`config.mk`:
```
export PLATFORM = sky130hd
export DESIGN_NAME = packetizer_flat
export DESIGN_NICKNAME = d
export VERILOG_FILES = /design/src/rtl/tx_pkg.sv /design/src/rtl/packetizer_if.sv /design/src/rtl/tx_byte_buffer.sv /design/src/rtl/packetizer.sv /design/src/flat_wrapper.sv
export SDC_FILE = /design/constraint.sdc
export NUM_CORES = 1
export LEC_CHECK = 0
export BUFFER_PORTS_ARGS = -buffer_cell sky130_fd_sc_hd__clkbuf_2
export CAP_MARGIN = 20
export CORE_ASPECT_RATIO = 1.5
export CORE_MARGIN = 2
export CORE_UTILIZATION = 35
export DETAILED_ROUTE_END_ITERATION = 8
export PLACE_DENSITY_LB_ADDON = 0.1
export SYNTH_ARGS = -nofsm -noshare
export SYNTH_HDL_FRONTEND = slang
export SYNTH_SLANG_ARGS = --single-unit
```
`constraint.sdc`:
```
create_clock -name clk_32M768 -period 3.4 [get_ports clk_32M768]
set_clock_uncertainty 0.15 [all_clocks]
set_input_delay 0.68 -clock clk_32M768 [delete_from_list [all_inputs] [get_ports clk_32M768]]
set_output_delay 0.68 -clock clk_32M768 [all_outputs]
set_load 0.02 [all_outputs]
```
`src/rtl/tx_pkg.sv`:
```
// Shared transmit-path definitions: framer states, Barker sync word and payload mode encoding.
// The Barker constants are also used by the receive-side correlator.
package tx_pkg;

   localparam int unsigned BARKER_LEN = 13;
   localparam logic [BARKER_LEN-1:0] BARKER_13 = 13'b1111100110101;

   typedef enum logic [2:0] {
      ST_IDLE,
      ST_PREAMBLE,
      ST_BARKER,
      ST_PAYLOAD,
      ST_GUARD
   } tx_state_e;

   typedef enum logic {
      MODE_QPSK = 1'b0,
      MODE_BPSK = 1'b1
   } tx_mode_e;

endpackage

```
`src/rtl/packetizer_if.sv`:
```
// AXI-Stream-style byte channel feeding the packetizer.
interface packetizer_if;

   logic [7:0] tdata;
   logic       tvalid;
   logic       tready;
   logic       tlast;

   modport master (output tdata, output tvalid, output tlast, input tready);
   modport slave  (input tdata, input tvalid, input tlast, output tready);

endinterface

```
`src/rtl/tx_byte_buffer.sv`:
```
// One-entry hold register for the payload byte stream; ready whenever the entry is empty.
module tx_byte_buffer (
   input  logic        clk_i,
   input  logic        rst_ni,
   packetizer_if.slave s_axis,
   input  logic        pop_i,
   output logic        full_o,
   output logic        last_o,
   output logic [7:0]  data_o
);

   logic       full_q, full_d;
   logic       last_q, last_d;
   logic [7:0] data_q, data_d;
   logic       accept;

   assign s_axis.tready = !full_q;
   assign accept        = s_axis.tvalid && !full_q;

   // A refill on the same edge as a pop wins, so the entry stays full.
   always_comb begin
      full_d = full_q;
      last_d = last_q;
      data_d = data_q;
      if (pop_i) begin
         full_d = 1'b0;
      end
      if (accept) begin
         full_d = 1'b1;
         last_d = s_axis.tlast;
         data_d = s_axis.tdata;
      end
   end

   always_ff @(posedge clk_i or negedge rst_ni) begin
      if (!rst_ni) begin
         full_q <= 1'b0;
         last_q <= 1'b0;
         data_q <= '0;
      end else begin
         full_q <= full_d;
         last_q <= last_d;
         data_q <= data_d;
      end
   end

   assign full_o = full_q;
   assign last_o = last_q;
   assign data_o = data_q;

endmodule

```
`src/rtl/packetizer.sv`:
```
// Transmit framer: preamble, Barker sync, payload (BPSK bits or QPSK dibits), guard.
// Advances one symbol per clk_enable; symbol outputs are registered.
module packetizer #(
   parameter int unsigned           BARKER_LEN       = tx_pkg::BARKER_LEN,
   parameter logic [BARKER_LEN-1:0] BARKER_CODE      = tx_pkg::BARKER_13,
   parameter int unsigned           MAX_WINDOW_WIDTH = 8
) (
   input  logic                        clk_32M768,
   input  logic                        rst_n_32M768,
   input  logic                        clk_enable,
   input  logic [3:0]                  MODE_CTRL,
   input  logic [MAX_WINDOW_WIDTH-1:0] TX_PD_WINDOW,
   input  logic [MAX_WINDOW_WIDTH-1:0] TX_GUARD_WINDOW,
   packetizer_if.slave                 s_axis,
   output logic                        BPSK,
   output logic [1:0]                  QPSK,
   output logic                        is_bpsk,
   output logic                        sym_valid,
   output logic                        busy,
   output logic                        frame_done,
   output logic                        underrun
);
   import tx_pkg::*;

   localparam int unsigned CW = (MAX_WINDOW_WIDTH > $clog2(BARKER_LEN)) ?
                                MAX_WINDOW_WIDTH : $clog2(BARKER_LEN);

   tx_state_e             state_q, state_d;
   tx_mode_e              mode_q, mode_d;
   logic [CW-1:0]         cnt_q, cnt_d, len_q, len_d, spb_m1;
   logic [7:0]            sh_q, sh_d;
   logic                  last_q, last_d;
   logic [BARKER_LEN-1:0] bk_q, bk_d;
   logic                  pop;
   logic                  hold_full, hold_last;
   logic [7:0]            hold_data;
   logic                  bpsk_q, bpsk_d, isb_q, isb_d, valid_q, valid_d;
   logic [1:0]            qpsk_q, qpsk_d;
   logic                  done_q, done_d, urun_q, urun_d;
   logic                  unused_mode_bits;

   assign unused_mode_bits = ^MODE_CTRL[3:1];

   tx_byte_buffer u_buf (
      .clk_i  (clk_32M768),
      .rst_ni (rst_n_32M768),
      .s_axis (s_axis),
      .pop_i  (pop),
      .full_o (hold_full),
      .last_o (hold_last),
      .data_o (hold_data)
   );

   assign spb_m1 = (mode_q == MODE_BPSK) ? CW'(7) : CW'(3);

   always_comb begin : next_state
      state_d = state_q;
      mode_d  = mode_q;
      cnt_d   = cnt_q;
      len_d   = len_q;
      sh_d    = sh_q;
      last_d  = last_q;
      bk_d    = bk_q;
      pop     = 1'b0;
      done_d  = 1'b0;
      urun_d  = 1'b0;
      if (clk_enable) begin
         unique case (state_q)
            ST_IDLE: if (hold_full) begin
               state_d = ST_PREAMBLE;
               cnt_d   = '0;
               mode_d  = tx_mode_e'(MODE_CTRL[0]);
               len_d   = (TX_PD_WINDOW == '0) ? CW'(1) : CW'(TX_PD_WINDOW);
            end
            ST_PREAMBLE: if (cnt_q < len_q - CW'(1)) begin
               cnt_d = cnt_q + CW'(1);
            end else begin
               state_d = ST_BARKER;
               cnt_d   = '0;
               bk_d    = BARKER_CODE;
            end
            ST_BARKER: if (cnt_q < CW'(BARKER_LEN - 1)) begin
               cnt_d = cnt_q + CW'(1);
               bk_d  = bk_q << 1;
            end else begin
               state_d = ST_PAYLOAD;
               cnt_d   = '0;
               sh_d    = hold_data;
               last_d  = hold_last;
               pop     = 1'b1;
            end
            ST_PAYLOAD: if (cnt_q < spb_m1) begin
               cnt_d = cnt_q + CW'(1);
               sh_d  = (mode_q == MODE_BPSK) ? {sh_q[6:0], 1'b0} : {sh_q[5:0], 2'b00};
            end else if (!last_q && hold_full) begin
               cnt_d  = '0;
               sh_d   = hold_data;
               last_d = hold_last;
               pop    = 1'b1;
            end else begin
               // A zero-length guard leaves straight to IDLE so no guard symbol is spent.
               urun_d = !last_q;
               cnt_d  = '0;
               if (TX_GUARD_WINDOW == '0) begin
                  state_d = ST_IDLE;
                  done_d  = 1'b1;
               end else begin
                  state_d = ST_GUARD;
                  len_d   = CW'(TX_GUARD_WINDOW);
               end
            end
            ST_GUARD: if (cnt_q < len_q - CW'(1)) begin
               cnt_d = cnt_q + CW'(1);
            end else begin
               state_d = ST_IDLE;
               cnt_d   = '0;
               done_d  = 1'b1;
            end
            default: state_d = ST_IDLE;
         endcase
      end
   end

   // Symbol mapper works on the state being entered, so the register shows it after the edge.
   always_comb begin : mapper
      bpsk_d  = 1'b0;
      qpsk_d  = '0;
      isb_d   = 1'b1;
      valid_d = 1'b0;
      case (state_d)
         ST_PREAMBLE: begin
            valid_d = 1'b1;
            bpsk_d  = ~cnt_d[0];
            qpsk_d  = {2{~cnt_d[0]}};
         end
         ST_BARKER: begin
            valid_d = 1'b1;
            bpsk_d  = bk_d[BARKER_LEN-1];
            qpsk_d  = {2{bk_d[BARKER_LEN-1]}};
         end
         ST_PAYLOAD: begin
            valid_d = 1'b1;
            isb_d   = (mode_d == MODE_BPSK);
            bpsk_d  = sh_d[7];
            qpsk_d  = (mode_d == MODE_BPSK) ? {2{sh_d[7]}} : sh_d[7:6];
         end
         default: ;
      endcase
   end

   always_ff @(posedge clk_32M768 or negedge rst_n_32M768) begin
      if (!rst_n_32M768) begin
         state_q <= ST_IDLE;
         mode_q  <= MODE_BPSK;
         cnt_q   <= '0;
         len_q   <= '0;
         sh_q    <= '0;
         last_q  <= 1'b0;
         bk_q    <= '0;
         bpsk_q  <= 1'b0;
         qpsk_q  <= '0;
         isb_q   <= 1'b1;
         valid_q <= 1'b0;
         done_q  <= 1'b0;
         urun_q  <= 1'b0;
      end else begin
         state_q <= state_d;
         mode_q  <= mode_d;
         cnt_q   <= cnt_d;
         len_q   <= len_d;
         sh_q    <= sh_d;
         last_q  <= last_d;
         bk_q    <= bk_d;
         done_q  <= done_d;
         urun_q  <= urun_d;
         if (clk_enable) begin
            bpsk_q  <= bpsk_d;
            qpsk_q  <= qpsk_d;
            isb_q   <= isb_d;
            valid_q <= valid_d;
         end
      end
   end

   assign BPSK       = bpsk_q;
   assign QPSK       = qpsk_q;
   assign is_bpsk    = isb_q;
   assign sym_valid  = valid_q;
   assign busy       = (state_q != ST_IDLE);
   assign frame_done = done_q;
   assign underrun   = urun_q;

endmodule

```
`src/flat_wrapper.sv`:
```
// flat-port wrapper written by rule: the top's interface ports become plain ports
module packetizer_flat import tx_pkg::*;
#(
   parameter int unsigned           BARKER_LEN       = tx_pkg::BARKER_LEN,
   parameter logic [BARKER_LEN-1:0] BARKER_CODE      = tx_pkg::BARKER_13,
   parameter int unsigned           MAX_WINDOW_WIDTH = 8
)
  (clk_32M768, rst_n_32M768, clk_enable, MODE_CTRL, TX_PD_WINDOW, TX_GUARD_WINDOW, BPSK, QPSK, is_bpsk, sym_valid, busy, frame_done, underrun, s_axis_tdata, s_axis_tvalid, s_axis_tlast, s_axis_tready);
  packetizer_if s_axis_i ();
  input  logic clk_32M768;
  input  logic rst_n_32M768;
  input  logic clk_enable;
  input  logic [3:0] MODE_CTRL;
  input  logic [MAX_WINDOW_WIDTH-1:0] TX_PD_WINDOW;
  input  logic [MAX_WINDOW_WIDTH-1:0] TX_GUARD_WINDOW;
  output logic BPSK;
  output logic [1:0] QPSK;
  output logic is_bpsk;
  output logic sym_valid;
  output logic busy;
  output logic frame_done;
  output logic underrun;
  input wire logic [$bits(s_axis_i.tdata)-1:0] s_axis_tdata;
  input wire logic [$bits(s_axis_i.tvalid)-1:0] s_axis_tvalid;
  input wire logic [$bits(s_axis_i.tlast)-1:0] s_axis_tlast;
  output wire logic [$bits(s_axis_i.tready)-1:0] s_axis_tready;
  assign s_axis_i.tdata = s_axis_tdata;
  assign s_axis_i.tvalid = s_axis_tvalid;
  assign s_axis_i.tlast = s_axis_tlast;
  assign s_axis_tready = s_axis_i.tready;
  packetizer #(.BARKER_LEN(BARKER_LEN), .BARKER_CODE(BARKER_CODE), .MAX_WINDOW_WIDTH(MAX_WINDOW_WIDTH)) u_core (.clk_32M768(clk_32M768), .rst_n_32M768(rst_n_32M768), .clk_enable(clk_enable), .MODE_CTRL(MODE_CTRL), .TX_PD_WINDOW(TX_PD_WINDOW), .TX_GUARD_WINDOW(TX_GUARD_WINDOW), .s_axis(s_axis_i), .BPSK(BPSK), .QPSK(QPSK), .is_bpsk(is_bpsk), .sym_valid(sym_valid), .busy(busy), .frame_done(frame_done), .underrun(underrun));
endmodule
```
**After elaboration in Yosys (flattened, before gate mapping)**

Index checks and enable logic that the tools add are counted.

- Flip-flop bits (word level): 59
- Latch bits: 0
- RAM bits: 0
- Memory bits (read-only): 0
- Bits of input ports: 33
- Memories kept: 0

- Add/subtract/negate cells: 2
- $mul: 0
- Divide/modulo/power cells: 0
- $lt $le $gt $ge: 3
- Equal/unequal tests: 16
- Shifts and indexed selects: 0
- Mux-type cells: 61
- Bitwise logic cells: 1
- Reductions and logical operators: 20

Operators with widths:

| kind | number |
|---|---|
| $mux 8 | 14 |
| $mux 13 | 3 |
| $pmux 8 s2 | 2 |
| $pmux 8 s4 | 1 |
| $mux 3 | 9 |
| $pmux 13 s2 | 1 |
| $mux 1 | 25 |
| $logic_not 8->1 | 2 |
| $pmux 3 s5 | 1 |
| $eq 3x2->1 const B | 4 |
| $ne 2x2->1 const B | 6 |
| $add 8x1->8 const B | 1 |
| $lt 8x3->1 | 1 |
| $lt 8x4->1 const B | 1 |
| $lt 8x8->1 | 1 |
| $reduce_and 4->1 | 2 |
| $reduce_bool 2->1 | 4 |
| $sub 8x1->8 const B | 1 |
| $eq 3x1->1 const B | 2 |
| $pmux 1 s2 | 3 |
| $pmux 2 s3 | 1 |
| $reduce_and 6->1 | 1 |
| $reduce_and 5->1 | 1 |
| $ne 2x1->1 const B | 2 |
| 12 further kinds | 14 |

**Logic depth before layout (Yosys ltp)**

Gate-level depths: netlist (run 1).

- Word-level depth: 9
- Mapped depth: 14
- Mapped depth without buffers: 13

**Hierarchy**

A second synthesis (run 1) with hierarchy kept.

- Cells, all modules: 342
- Area, all modules: 3334.4 µm²

Modules (own cells, without submodules):

| module | instances | cells an instance | area each (µm²) | seq. area each (µm²) |
|---|---|---|---|---|
| packetizer | 1 | 319 | 2920.3 | 1203.7 |
| tx_byte_buffer | 1 | 23 | 414.1 | 250.2 |

**Worst setup path before layout (run 1)**

Ideal clock, no wire load.

- Path type: reg-to-reg
- From: register u_core.len_q[5]
- To: register u_core.qpsk_q[0], in the netlist u_core.QPSK[0]
- Setup time: 126 ps
- Arrival: 2987 ps
- Setup slack: 137 ps
- Cell stages (with the launch flop): 13
- Period minus slack after synthesis: 3263 ps
- Cells stage by stage: dfrtp_1 or4_1 nor4_1 xnor2_1 ha_1 a211oi_1 o211ai_1 o211a_2 nand2b_1 buf_4 o2111ai_1 a21oi_2 a221o_1

- Word-level cells in the longest chain between the ends: 7

Ends and longest elaborated chain:

| what | line | source |
|---|---|---|
| start: declaration | packetizer.sv:30 | `logic [CW-1:0] cnt_q, cnt_d, len_q, len_d, spb_m1;` |
| start signal: assignment | packetizer.sv:170 | `len_q <= len_d;` |
| $sub 8x1->8 (*) | packetizer.sv:75, packetizer.sv:112 |  |
| $lt 8x8->1 (*) | packetizer.sv:75, packetizer.sv:112 |  |
| $mux 3, or another cell as far along | packetizer.sv:112 | `ST_GUARD: if (cnt_q < len_q - CW'(1)) begin` |
| $pmux 3 s5 or $pmux 8 s4 (tied branches) | packetizer.sv:68 | `unique case (state_q)` |
| $mux 3 or $mux 1 (tied branches) | packetizer.sv:67 | `if (clk_enable) begin` |
| $eq 3x2->1, or another cell as far along | packetizer.sv:130 | `case (state_d)` |
| $pmux 2 s3 (*) | packetizer.sv:130 |  |
| end signal: assignment | packetizer.sv:178 | `qpsk_q <= qpsk_d;` |
| end: declaration | packetizer.sv:38 | `logic [1:0] qpsk_q, qpsk_d;` |

Every way passes the cells marked *; elsewhere a longest branch is shown, timed or not. The select of a mux whose other input is x is not followed.
A chain may end at the register's enable or synchronous reset.

**Worst setup path in the final report (run 1)**

- From: register u_core.len_q[5]
- To: register u_core.bpsk_q, in the netlist u_core.BPSK

- Word-level cells in the longest chain between the ends: 7

Ends and longest elaborated chain:

| what | line | source |
|---|---|---|
| $sub 8x1->8 (*) | packetizer.sv:75, packetizer.sv:112 |  |
| $lt 8x8->1 (*) | packetizer.sv:75, packetizer.sv:112 |  |
| $mux 3, or another cell as far along | packetizer.sv:112 |  |
| $pmux 3 s5 or $pmux 8 s4 (tied branches) | packetizer.sv:68 |  |
| $mux 3 or $mux 1 (tied branches) | packetizer.sv:67 |  |
| $eq 3x2->1, or another cell as far along | packetizer.sv:130 |  |
| $pmux 1 s3 (*) | packetizer.sv:130 |  |
| end signal: assignment | packetizer.sv:177 | `bpsk_q <= bpsk_d;` |
| end: declaration | packetizer.sv:37 | `logic bpsk_q, bpsk_d, isb_q, isb_d, valid_q, valid_d;` |

Marks and branches as above.

==> flow_summary.json, run 1 <==
{
  "timing.rr.start": "u_core.len_q[5]",
  "irDropWorstVdd_uv": 261,
  "mappedNetlistArea_um2": 3190,
  "worst_setup_path_start_kind": "flip-flop",
  "clk_latency_ns": 0.32,
  "synth_edf_count": 0,
  "grt_max_degree": 30,
  "htreeDepth": 3,
  "clk_pin_slew_ns": 0.05,
  "maxSlewViolCount": 0,
  "cts_buffers": 9,
  "die_area_um2": 9920,
  "hp-class": "input port to async pin",
  "grt_first_pass_wirelength_um": 13100,
  "wl_per_cell_um": 15.9,
  "final_cell_mix": "dfrtp_1 (54), clkbuf_2 (38), o21ai_0 (33)",
  "first_global_vias": 2651,
  "drtIter0Drc": 76,
  "fp.dieH_um": 121,
  "regToRegSetupSlack_ns": 0.09,
  "ioPinCount": 42,
  "layout_min_cycle_time_ns": 3.31,
  "gp_congestion": 0.762,
  "die_w_um": 82.0,
  "maxCapViolCount": 0,
  "synth_seq_area_share_pct": 44.8,
  "num_vias": 2599,
  "fin_nets": 422,
  "synth_cell_types": 62,
  "syn_inst": 321,
  "r2r_end": "u_core.BPSK",
  "antenna_cells": 0,
  "drtPass1Iterations": 4,
  "maxSlewHeadroom_pct": 37.3,
  "routed_wl_um": 7840,
  "fin_cells": 494,
  "fin_util_pct": 44.6,
  "end_kind": "flip-flop",
  "cts_tree": "yes",
  "rows": 42,
  "synth.avg_cell_area_um2": 9.94,
  "drc_errors": 0,
  "synth_warnings": 0,
  "initial_core_util_pct": 36.2,
  "area_growth_pct": 23.4,
  "coreArea_um2": 8830,
  "p_per_area_nw_per_um2": 475,
  "hold_buffers": 0,
  "required_ns": 3.46,
  "drive_above_1_share_pct": 28.9,
  "status": "finished, final reports clean",
  "root_buffer": "clkbuf_16",
  "grtUsageTotal_pct": 17.7,
  "portBuffers": 38,
  "cp_max_fo": 4,
  "critical_path_arrival_ns": 3.37,
  "leakagePower_uw": 0.00179,
  "max_freq_mhz": 302,
  "setup_viol": 0,
  "finalPower_uw": 1870,
  "reg2reg_depth": 10,
  "final_common_cell": "dfrtp_1",
  "viasPerCell": 5.26,
  "dp_cells": 475,
  "hold_violations": 0,
  "ys_ff_latch": 57,
  "fin_setup_tns_ns": 0,
  "synth_top_area_cell": "dfrtp_1",
  "worst_pin_slew_ns": 0.936,
  "ant_nets": 0,
  "rsz0062_at_grt": "yes",
  "grt.overflow.total": 0,
  "clock-sinks": 57,
  "hpwl_um": 5840,
  "syn-num-nets": 364,
  "synth_area_leaders": "dfrtp_1 (43%), o21ai_0 (5.3%), mux2_2 (4.6%)",
  "ys.flop_type": "dfrtp_1",
  "period_share_pct": 97.5,
  "n_fill_cell": 896,
  "clockBufferDepth": 2,
  "synth-async-reset-ratio_pct": 100,
  "antenna_found_initial": 0,
  "yosysTopAreaCellShare_pct": 43.1,
  "crit_type": "flip-flop to flip-flop"
}
==> routing by layer <==
metal / vias to the layer above / GRT usage, % / routed length [um]
met1: 1249 / 20.6 / 3200
met3: 8 / 3.27 / 200
met5: - / 0 / 0
met4: 0 / 7.81 / 124
li1: 1300 / - / -
met2: 42 / 30.8 / 4320
==> synth_stat cells, types with 2 or more instances <==
| cell type | n |
|---|---|
| dfrtp_1 | 55 |
| o21ai_0 | 34 |
| nor2_1 | 28 |
| nand2_1 | 27 |
| a21oi_1 | 14 |
| mux2_2 | 13 |
| inv_1 | 12 |
| ha_1 | 10 |
| nand3_1 | 10 |
| mux2i_1 | 9 |
| o22a_1 | 7 |
| nor2b_1 | 6 |
| a22oi_1 | 5 |
| clkbuf_1 | 5 |
| nor3_1 | 5 |
| xnor2_1 | 5 |
| buf_2 | 4 |
| nand2b_1 | 4 |
| a21oi_2 | 3 |
| a32oi_1 | 3 |
| buf_4 | 3 |
| nor4_1 | 3 |
| o31ai_1 | 3 |
| or3_1 | 3 |
| or4_1 | 3 |
| a211oi_1 | 2 |
| and3_1 | 2 |
| buf_6 | 2 |
| dfstp_2 | 2 |
| nand4_1 | 2 |
| nor3b_1 | 2 |
| o211ai_1 | 2 |
| o21a_1 | 2 |
| o2bb2ai_1 | 2 |
| xor2_1 | 2 |
==> worst max-delay path: stages (launching register included) <==
cell and delay (ns):
dfrtp_1 0.37, or4_4 0.56, nor4_4 0.17, xnor2_1 0.17
ha_1 0.29, a21o_2 0.25, or3_4 0.43, a311oi_4 0.28
or3b_1 0.18, a21oi_2 0.08, a211o_1 0.27
==> report_power, final <==
group | leakage [uW] | switching (uW) | total, uW | internal (uW)
sequential | 0.000728 | 67.8 | 791 | 723
clock | 0.000139 | 295 | 823 | 528
combinational | 0.000921 | 155 | 257 | 102
total | 0.00179 | 518 | 1870 | 1350
==> cell families (layout without fill, tap and decap cells) <==
logic type / count (synthesis) / in the layout / share of synthesized area, %
AND/OR/NAND/NOR: 102 / 102 / 16.3
AO/OA/AOI/OAI: 96 / 96 / 21.2
flip-flops: 57 / 57 / 44.8
buffers and inverters: 27 / 90 / 4.47
multiplexers: 22 / 22 / 7.41
adder cells (fa/ha/maj): 10 / 10 / 3.92
XOR/XNOR: 7 / 7 / 1.92
==> what timing repair did <==
item / CTS / global route
endpoints found under the setup margin: 9 / 13
pin swaps: 3 / 3
gates resized for setup: 3 / 7
hold endpoints to repair: 0 / 0
buffers inserted: 1 / 2
==> cell type report <==
| cell class | instances | area (um^2) | area share, % |
|---|---|---|---|
| clock buffers | 13 | 260 | 6.61 |
| clock inverters | 3 | 15.0 | 0.381 |
| inverters | 12 | 45.0 | 1.14 |
| multi-input cells | 237 | 1670 | 42.4 |
| flip-flops and latches | 57 | 1430 | 36.3 |
| well taps | 110 | 138 | 3.49 |
| repair buffers | 62 | 383 | 9.72 |
==> through the flow <==
stage	hold WS [ns]	cell area, um^2	setup slack [ns]
5_1_grt	0.339	3940	-0.0258
3_3_place_gp	0.323	3590	-0.0624
3_5_place_dp	0.330	3590	-0.0884
4_1_cts	0.306	3890	0.0103
6_report	0.281	3940	0.0859
2_1_floorplan	0.234	3190	0.137
==> registers in the layout (all words and copies together), names as in the netlist <==
name                 cells
u_core.bk_q             13
u_core.cnt_q             8
u_core.len_q             8
u_core.u_buf.data_o      8
u_core.sh_q              7
u_core.state_q           3
u_core.BPSK              1
u_core.QPSK              1
u_core.frame_done        1
u_core.is_bpsk           1
u_core.last_q            1
u_core.mode_q            1
u_core.sym_valid         1
u_core.u_buf.full_o      1
u_core.u_buf.last_o      1
u_core.underrun          1
==> how the worst max path moves through the flow <==
stage	startpoint	endpoint	slack [ns]
2_1_floorplan	u_core.len_q[5]	u_core.QPSK[0]	0.14
3_3_place_gp	u_core.len_q[5]	u_core.QPSK[0]	-0.06
3_5_place_dp	u_core.len_q[5]	u_core.QPSK[0]	-0.09
4_1_cts	u_core.len_q[5]	u_core.QPSK[0]	0.01
5_1_grt	u_core.len_q[5]	u_core.QPSK[0]	-0.03
6_report	u_core.len_q[5]	u_core.BPSK	0.09
(Power assumes the default switching activity.)
==> inputs of run 2 (changes only) <==
--- a/config.mk
+++ b/config.mk
@@ -10,6 +10,7 @@
 export CORE_ASPECT_RATIO = 1.5
 export CORE_MARGIN = 2
 export CORE_UTILIZATION = 35
+export CTS_BUF_LIST = sky130_fd_sc_hd__clkbuf_16
 export DETAILED_ROUTE_END_ITERATION = 8
 export PLACE_DENSITY_LB_ADDON = 0.1
 export SYNTH_ARGS = -nofsm -noshare
==> flow_summary.json, run 2 (synthesized netlist as in run 1, its figures left out) <==
{
  "drtIter0Drc": 79,
  "fin_setup_tns_ns": 0,
  "final_common_cell": "dfrtp_1",
  "root_buffer": "clkbuf_16",
  "drc_errors": 0,
  "largest_register": "u_core.bk_q",
  "first_global_vias": 2651,
  "cp_max_fo": 4,
  "p_per_area_nw_per_um2": 464,
  "clk_pin_slew_ns": 0.05,
  "num_vias": 2589,
  "finalWorstSetupSlack_ns": 0.0910,
  "die_area_um2": 9920,
  "drive_above_1_share_pct": 28.4,
  "end_kind": "flip-flop",
  "portBuffers": 38,
  "die_w_um": 82.0,
  "required_ns": 3.46,
  "rsz0062_at_grt": "yes",
  "crit_type": "flip-flop to flip-flop",
  "cp_slowest_cell": "or4_4",
  "antenna_cells": 0,
  "leakagePower_uw": 0.00179,
  "cts_tree": "yes",
  "antenna_found_initial": 0,
  "largest_reg_flops": 13,
  "cts_buffers": 9,
  "grt_max_degree": 30,
  "ant_nets": 0,
  "reg2reg_depth": 10,
  "routed_wl_um": 7850,
  "maxCapViolCount": 0,
  "clockBufferDepth": 2,
  "ioPinCount": 42,
  "worst_setup_path_start_kind": "flip-flop",
  "hp-class": "input port to async pin",
  "coreArea_um2": 8830,
  "fin_nets": 422,
  "slowest_delay_ns": 0.56,
  "initial_core_util_pct": 36.2,
  "maxSlewViolCount": 0,
  "hold_buffers": 0,
  "hpwl_um": 5840,
  "irDropWorstVdd_uv": 260,
  "grt.overflow.total": 0,
  "place_ws_ns": -0.0884,
  "rows": 42,
  "wl_per_cell_um": 15.9,
  "viasPerCell": 5.24,
  "max_freq_mhz": 302,
  "setup_viol": 0,
  "grt_first_pass_wirelength_um": 13100,
  "crit_chain": "or4_4 -> nor4_4 -> xnor2_1 -> ha_1 -> a21o_2 -> or3_4 -> a311oi_4 -> or3b_1 -> a21oi_2 -> a211o_1",
  "area_growth_pct": 22.8,
  "hold_violations": 0,
  "clk_latency_ns": 0.32,
  "period_share_pct": 97.3,
  "final_cell_mix": "dfrtp_1 (54), clkbuf_2 (38), o21ai_0 (33)",
  "grtUsageTotal_pct": 17.7,
  "worst_pin_slew_ns": 0.936,
  "maxSlewHeadroom_pct": 37.3,
  "htreeDepth": 3,
  "drtPass1Iterations": 5,
  "clock-sinks": 57,
  "fp.dieH_um": 121,
  "gp_congestion": 0.762,
  "layout_min_cycle_time_ns": 3.31,
  "critical_path_arrival_ns": 3.37,
  "status": "finished, final reports clean"
}
## run 2: power breakdown
group	total (uW)	internal [uW]	switching, uW
clock	772	476	295
sequential	791	723	67.8
combinational	257	102	155
total	1820	1300	518
## run 2: timing repair
action	in CTS	in global routing
resized for setup	3	7
pin swaps	3	3
setup buffers	1	2
setup endpoints to repair	9	13
## run 2: worst paths after layout
kind | to | start | slack [ns]
hold / removal | u_core.u_buf.full_o | rst_n_32M768 | 0.28
hold reg to reg | u_core.bk_q[11] | u_core.bk_q[11] | 0.34
setup reg to reg | u_core.BPSK | u_core.len_q[5] | 0.09
setup / recovery | u_core.BPSK | u_core.len_q[5] | 0.09
min in group clk_32M768 | u_core.bk_q[11] | u_core.bk_q[11] | 0.34
max in group asynchronous | u_core.mode_q | rst_n_32M768 | 2.14
## run 2: metal layers
metal	wire [um]	share of wire, %	track usage, %
met1	3220	41	20.5
met5	0	0	0
met4	124	1.6	7.81
met3	180	2.3	3.27
met2	4330	55	30.8
## run 2: area by class of cell
cell class,instances,area (um^2)
Timing Repair Buffer,62,383
Clock buffer,9,225
Fill cell,901,4910
Sequential cell,57,1430
Tap cell,110,138
Inverter,12,45.0
Multi-Input combinational cell,237,1670
Clock inverter,7,30.0
## run 2: per-stage QoR
stage          cells  cell area, um^2  util (%)  hold slack [ns]  total power, uW
2_1_floorplan    321             3190         -            0.234              956
3_3_place_gp     475             3590      40.7            0.323             1060
3_5_place_dp     475             3590      40.7            0.330             1060
4_1_cts          492             3870      43.9            0.307             1850
5_1_grt          494             3920      44.4            0.340             1910
6_report         494             3920      44.4            0.278             1820
## run 2: critical path, delay by kind of cell (launching register included)
family	cells	cell delay, ns
simple gates	4	1.34
compound gates	4	0.88
flops	1	0.37
fa+ha+maj	1	0.29
xor+xnor	1	0.17
